===== config.mk =====
export PLATFORM = sky130hd
export DESIGN_NAME = spi_slave_sync
export DESIGN_NICKNAME = d
export VERILOG_FILES = /design/src/rtl/spi_slave_sync_pkg.sv /design/src/rtl/spi_sync.sv /design/src/rtl/spi_slave_sync.sv
export SDC_FILE = /design/constraint.sdc
export NUM_CORES = 1
export LEC_CHECK = 0
export ABC_CLOCK_PERIOD_IN_PS = 1650
export CAP_MARGIN = 30
export CELL_PAD_IN_SITES_DETAIL_PLACEMENT = 1
export CELL_PAD_IN_SITES_GLOBAL_PLACEMENT = 2
export CORE_ASPECT_RATIO = 1.4
export CORE_MARGIN = 2
export CORE_UTILIZATION = 25
export DETAILED_ROUTE_END_ITERATION = 12
export PLACE_DENSITY = 0.69
export SLEW_MARGIN = 20
export SYNTH_ARGS = -nofsm -noshare
export SYNTH_HDL_FRONTEND = slang
export SYNTH_SLANG_ARGS = --single-unit

===== constraint.sdc =====
create_clock -name clk -period 1.65 [get_ports clk]
set_input_delay 0.2475 -clock clk [delete_from_list [all_inputs] [get_ports clk]]
set_output_delay 0.2475 -clock clk [all_outputs]
set_load 0.02 [all_outputs]

===== src/rtl/spi_slave_sync_pkg.sv =====
// Shared constants for the clk-domain SPI slave: FSM encoding, MODE bit positions
// and byte geometry.
package spi_pkg;

  typedef enum logic {
    ST_IDLE   = 1'b0,
    ST_ACTIVE = 1'b1
  } state_e;

  localparam int BYTE_W   = 8;
  localparam int CNT_W    = 3;
  localparam int CPOL_BIT = 1;
  localparam int CPHA_BIT = 0;

endpackage


===== src/rtl/spi_sync.sv =====
// Multi-flop synchronizer for one asynchronous pin, with a selectable reset level
// so each pin can come out of reset at its inactive value.
module spi_sync #(
  parameter int STAGES = 2
) (
  input  logic clk,
  input  logic rst_n,
  input  logic rst_val_i,
  input  logic d_i,
  output logic q_o
);

  // Depth below two is not metastability-safe, so it is clamped.
  localparam int N = (STAGES < 2) ? 2 : STAGES;

  logic [N-1:0] sync_q;

  always_ff @(posedge clk or negedge rst_n) begin
    if (!rst_n) sync_q <= {N{rst_val_i}};
    else        sync_q <= {sync_q[N-2:0], d_i};
  end

  assign q_o = sync_q[N-1];

endmodule


===== src/rtl/spi_slave_sync.sv =====
// SPI slave fully inside the clk domain: pins are oversampled through synchronizers,
// sclk edges are detected in clk, bytes move through single-entry TX/RX buffers.
module spi_slave_sync
  import spi_pkg::*;
#(
  parameter int                SYNC_STAGES = 2,
  parameter logic [BYTE_W-1:0] IDLE_FILL   = 8'hFF
) (
  input  logic              clk,
  input  logic              reset,
  input  logic              sclk,
  input  logic              cs_n,
  input  logic              mosi,
  input  logic [1:0]        MODE,
  output logic              miso,
  output logic              miso_oe,
  input  logic [BYTE_W-1:0] tx_data,
  input  logic              tx_valid,
  output logic              tx_ready,
  output logic [BYTE_W-1:0] rx_data,
  output logic              rx_valid,
  input  logic              rx_ready,
  output logic              busy,
  output logic              tx_underrun,
  output logic              rx_overrun
);

  logic sclk_s, cs_s, mosi_s;

  spi_sync #(.STAGES(SYNC_STAGES)) u_sync_sclk (
    .clk(clk), .rst_n(reset), .rst_val_i(1'b0), .d_i(sclk), .q_o(sclk_s)
  );
  spi_sync #(.STAGES(SYNC_STAGES)) u_sync_cs (
    .clk(clk), .rst_n(reset), .rst_val_i(1'b1), .d_i(cs_n), .q_o(cs_s)
  );
  spi_sync #(.STAGES(SYNC_STAGES)) u_sync_mosi (
    .clk(clk), .rst_n(reset), .rst_val_i(1'b0), .d_i(mosi), .q_o(mosi_s)
  );

  state_e              state_q, state_d;
  logic                sclk_prev_q, cs_prev_q;
  logic [1:0]          mode_q;
  logic [CNT_W-1:0]    bit_cnt_q;
  logic [BYTE_W-1:0]   tx_sr_q;
  logic [BYTE_W-2:0]   rx_sr_q;
  logic [BYTE_W-1:0]   hold_q;
  logic                hold_full_q;
  logic [BYTE_W-1:0]   rx_data_q;
  logic                rx_valid_q;
  logic                underrun_q, overrun_q;

  logic                active, sclk_rise, sclk_fall, cs_rise, cs_fall;
  logic                lead_edge, trail_edge, sample_edge, shift_edge;
  logic                start, load_now, shift_now, byte_done, tx_wr;
  logic [BYTE_W-1:0]   rx_byte;

  always_comb begin
    state_d = state_q;
    case (state_q)
      ST_IDLE:   if (cs_fall) state_d = ST_ACTIVE;
      ST_ACTIVE: if (cs_rise) state_d = ST_IDLE;
      default:   state_d = ST_IDLE;
    endcase
  end

  always_comb begin
    active    = (state_q == ST_ACTIVE);
    sclk_rise = sclk_s & ~sclk_prev_q;
    sclk_fall = ~sclk_s & sclk_prev_q;
    cs_fall   = cs_prev_q & ~cs_s;
    cs_rise   = ~cs_prev_q & cs_s;
    // A deselect in the same cycle as an sclk edge wins; the edge is dropped.
    lead_edge  = active & ~cs_rise & (mode_q[CPOL_BIT] ? sclk_fall : sclk_rise);
    trail_edge = active & ~cs_rise & (mode_q[CPOL_BIT] ? sclk_rise : sclk_fall);
    sample_edge = mode_q[CPHA_BIT] ? trail_edge : lead_edge;
    shift_edge  = mode_q[CPHA_BIT] ? lead_edge  : trail_edge;
    start     = ~active & cs_fall;
    // bit_cnt==0 on a shift edge means a byte boundary, so a fresh byte is loaded.
    load_now  = (start & ~MODE[CPHA_BIT]) | (shift_edge & (bit_cnt_q == '0));
    shift_now = shift_edge & (bit_cnt_q != '0);
    byte_done = sample_edge & (bit_cnt_q == CNT_W'(BYTE_W - 1));
    rx_byte   = {rx_sr_q, mosi_s};
    tx_wr     = tx_valid & ~hold_full_q;
  end

  always_ff @(posedge clk or negedge reset) begin
    if (!reset) begin
      state_q     <= ST_IDLE;
      sclk_prev_q <= 1'b0;
      cs_prev_q   <= 1'b1;
      mode_q      <= '0;
      bit_cnt_q   <= '0;
      tx_sr_q     <= '0;
      rx_sr_q     <= '0;
      hold_q      <= '0;
      hold_full_q <= 1'b0;
      rx_data_q   <= '0;
      rx_valid_q  <= 1'b0;
      underrun_q  <= 1'b0;
      overrun_q   <= 1'b0;
    end else begin
      state_q     <= state_d;
      sclk_prev_q <= sclk_s;
      cs_prev_q   <= cs_s;
      underrun_q  <= 1'b0;
      overrun_q   <= 1'b0;

      if (start) begin
        mode_q    <= MODE;
        bit_cnt_q <= '0;
        rx_sr_q   <= '0;
      end else if (active && cs_rise) begin
        bit_cnt_q <= '0;
        rx_sr_q   <= '0;
      end else if (sample_edge) begin
        bit_cnt_q <= bit_cnt_q + CNT_W'(1);
        rx_sr_q   <= rx_byte[BYTE_W-2:0];
      end

      if (load_now) begin
        tx_sr_q    <= hold_full_q ? hold_q : IDLE_FILL;
        underrun_q <= ~hold_full_q;
      end else if (shift_now) begin
        tx_sr_q <= {tx_sr_q[BYTE_W-2:0], 1'b0};
      end

      // tx_wr needs an empty holding register and a load only drains a full one.
      if (tx_wr) begin
        hold_q      <= tx_data;
        hold_full_q <= 1'b1;
      end else if (load_now) begin
        hold_full_q <= 1'b0;
      end

      if (rx_valid_q && rx_ready) rx_valid_q <= 1'b0;
      if (byte_done) begin
        if (!rx_valid_q || rx_ready) begin
          rx_data_q  <= rx_byte;
          rx_valid_q <= 1'b1;
        end else begin
          overrun_q <= 1'b1;
        end
      end
    end
  end

  assign busy        = active;
  assign miso_oe     = active;
  assign miso        = tx_sr_q[BYTE_W-1];
  assign tx_ready    = ~hold_full_q;
  assign rx_data     = rx_data_q;
  assign rx_valid    = rx_valid_q;
  assign tx_underrun = underrun_q;
  assign rx_overrun  = overrun_q;

endmodule


==> metrics.yaml <==
placed_design:
  gp_congestion: 0.7147
  detailed_place_hpwl_mm: 2.890
  port_buffers: 31
  post-place-ws_ns: -0.3460
floorplanning:
  boundaryPins: 32
  fp.dieW_microns: 80.36
  initial_core_util_pct: 25.35
  die_y_microns: 110.9
  die-area_sq_mm: 0.008912
  core_area_sq_mm: 0.008051
  num_rows: 39
cts:
  clk_pin_slew_ns: 0.07
  cts_sinks: 49
  ctsHtreeMaxLevel: 2
  cts_root_buffer: "clkbuf_16"
  tritoncts: "done"
  cts_buffer_depth: 2
  cts_buffers: 5
  clock_latency_ns: 0.29
synthesis:
  synthMuxAreaShare_pct: 19.25
  yosysTopAreaCellShare_pct: 56.41
  yosysUniqueCellTypes: 26
  synth_edf_count: 0
  synth-compound-area-share_pct: 4.966
  synth_ff_type: "dfrtp_1"
  netlist_instances: 157
  synthSimpleGateAreaFrac_pct: 7.848
  synth_adder_area_share_pct: 1.839
  synthArstFlopShare_pct: 100.0
  synthXorXnorAreaFrac_pct: 0.7971
  yosysSeqAreaShare_pct: 60.27
  synth_area_leader_cell: "dfrtp_1"
  yosys.cell_count.top_type: "dfrtp_1"
  synth_seq_cells: 49
  synth_fp_nets: 177
  synth_top_family_by_area: "multiplexers"
  synth.avg_cell_area_sq_um: 13.00
  synth_area_leaders: "dfrtp_1 (56%), mux2_2 (9.9%), mux2i_1 (9.3%)"
  synth_area_sq_mm: 0.002041
  ys_top_cells_by_count: "dfrtp_1 (46), inv_1 (21), mux2i_1 (19)"
  yosysWarningCount: 0
detailed_routing:
  drc: 0
  vias: 1298
  ant_nets: 0
  top_layer: "met4"
  dr_wl_met2_mm: 2.038
  route.met3.wl_microns: 120
  drt_iter0_drc: 45
  drtPass1Iterations: 2
  wire_per_inst_microns: 13.04
  finalWirelength_mm: 4.002
  viasPerCell: 4.228
  met1_length_mm: 1.808
worst_setup_path:
  regToRegEndpoint: "rx_data[6]$_DFFE_PN0P_"
  criticalPathCategory: "reg -> reg"
  cp-endpoint: "rx_data[6]$_DFFE_PN0P_"
  worstPathRequired_ns: 1.83
  reg2reg_slack_ns: -0.02
  worst_setup_path_start_kind: "flop"
  crit_path_end_kind: "flop"
  critPathMaxFanout: 8
  reg2reg_from: "mode_q[0]$_DFFE_PN0P_"
  crit_start: "mode_q[0]$_DFFE_PN0P_"
  crit_arrival_ns: 1.85
  worstRegToRegCells: 5
timing:
  fin_ws_ns: -0.01911
  min_period_ns: 1.669
  finClkSkew_ns: 0.008966
  hold_violations: 0
  slew_viol_final: 0
  finalSetupViolCount: 8
  fmax_mhz: 599.1
  worstMarginPinSlew_ns: 0.4800
  slew_headroom_pct: 68.00
  rsz0062_at_grt: "yes"
  finalCritPeriodShare_pct: 101.2
final_layout:
  nNetsFinal: 224
  diodes: 0
  area_delta_synth_final_pct: 37.40
  drive_gt1_share_pct: 30.73
pwr:
  leakage_nw: 1.244
  p_per_area_mw_per_mm2: 1386
  vdd_drop_max_uv: 552.7
  p_total_mw: 3.887
global_route:
  grt_max_degree: 31
  grt_overflow_total: 0
  grt_usage_pct: 9.918
  grt_pass1_wl_mm: 6.927
  grt_pass1_vias: 1408
  antenna_found_initial: 0
flow_run:
  max_cap_violations: 0
run_status:
  status: "complete, but fails checks"
  violations: "setup timing"
min_path:
  min_path_type: "reg -> reg"
[routing by layer]
layer  GRT usage [%]  up-vias
met5               0        -
met4           3.051        0
met3           2.524        2
met2           16.50       19
met1           12.49      658
li1                -      619
[state kept, by name, summed over array words and instances (netlist names)]
| signal | cells |
|---|---|
| bit_cnt_q | 3 |
| busy | 1 |
| cs_prev_q | 1 |
| hold_full_q | 1 |
| hold_q | 8 |
| mode_q | 2 |
| rx_data | 8 |
| rx_overrun | 1 |
| rx_sr_q | 7 |
| rx_valid | 1 |
| sclk_prev_q | 1 |
| tx_sr_q | 8 |
| tx_underrun | 1 |
| u_sync_cs.sync_q | 2 |
| u_sync_mosi.sync_q | 2 |
| u_sync_sclk.sync_q | 2 |
[layout by cell type, fill, tap and decap left out, types with 2 or more instances in the layout]
cell,synthesis,routed
dfrtp_1,46,45
clkdlybuf4s50_1,0,27
inv_1,21,21
mux2i_1,19,18
mux2_2,18,17
buf_4,1,11
nand2_1,11,10
o22ai_2,0,7
clkbuf_16,0,5
and2b_2,3,3
ha_1,3,3
dfstp_2,3,3
dlygate4sd2_1,0,3
nor2_1,2,2
and3_1,2,2
nand2b_1,3,2
inv_6,0,2
[final cells by class]
class / instances / area, sq um
Tap cell: 102 / 127.6
Timing Repair Buffer: 45 / 425.4
Sequential cell: 49 / 1231
Inverter: 21 / 78.83
Clock buffer: 5 / 125.1
Multi-Input combinational cell: 82 / 790.8
Fill cell: 867 / 5248
Clock inverter: 3 / 25.02
[through the flow]
| step | cells | setup TNS (ns) | utilization (%) | cell area [sq um] | hold slack, ns |
|---|---|---|---|---|---|
| after global routing | 307 | -1.047 | 34.83 | 2804 | 0.3583 |
| after global placement | 297 | -4.562 | 31.72 | 2554 | 0.2434 |
| after detailed placement | 297 | -4.718 | 31.72 | 2554 | 0.2418 |
| final | 307 | -0.1391 | 34.83 | 2804 | 0.3514 |
| after CTS | 307 | -0.2898 | 34.79 | 2801 | 0.3542 |
| after floorplan | 157 | -1.482 | - | 2044 | -0.04809 |
[what timing repair did]
action	4_1_cts	5_1_grt
pin swaps	2	0
hold endpoints to repair	16	0
gates resized for setup	18	1
endpoints found under the setup margin	19	17
hold buffers	1	0
buffers inserted	1	0
[worst max-delay path: stages (launching register included)]
cell     delay [ns]
dfrtp_1        0.42
xor2_2         0.21
mux2i_2        0.19
nor4b_4        0.23
buf_6          0.18
mux2_2         0.34
[power breakdown]
group          switching, mW  internal [mW]  total (mW)  leakage (nW)
combinational          0.570          0.598        1.17         0.565
clock                  0.462          0.573        1.03        0.0708
sequential             0.201           1.48        1.69         0.608
total                   1.23           2.65        3.89          1.24
[cell families (layout without fill, tap and decap cells)]
logic type | Yosys count | after routing
and+or+nand+nor | 26 | 26
AOI/OAI and AO/OA | 15 | 15
DFF | 49 | 49
adders and majority gates | 3 | 3
xor gates and xnor gates | 1 | 1
muxes | 37 | 37
buffers and inverters | 26 | 74
[worst min path at each step]
| stage | from | depth (start not counted) | slack [ns] | endpoint |
|---|---|---|---|---|
| 6_report | u_sync_mosi.sync_q[0]$_DFF_PN0_ | 0 | 0.35 | u_sync_mosi.sync_q[1]$_DFF_PN0_ |
| 5_1_grt | u_sync_mosi.sync_q[0]$_DFF_PN0_ | 0 | 0.36 | u_sync_mosi.sync_q[1]$_DFF_PN0_ |
| 4_1_cts | u_sync_mosi.sync_q[0]$_DFF_PN0_ | 0 | 0.35 | u_sync_mosi.sync_q[1]$_DFF_PN0_ |
| 3_5_place_dp | reset | 1 | 0.24 | hold_full_q$_DFFE_PN0P_ |
| 3_3_place_gp | reset | 1 | 0.24 | hold_full_q$_DFFE_PN0P_ |
| 2_1_floorplan | reset | 0 | -0.05 | bit_cnt_q[0]$_DFFE_PN0P_ |
No activity file was read; power rests on OpenSTA's default activity.
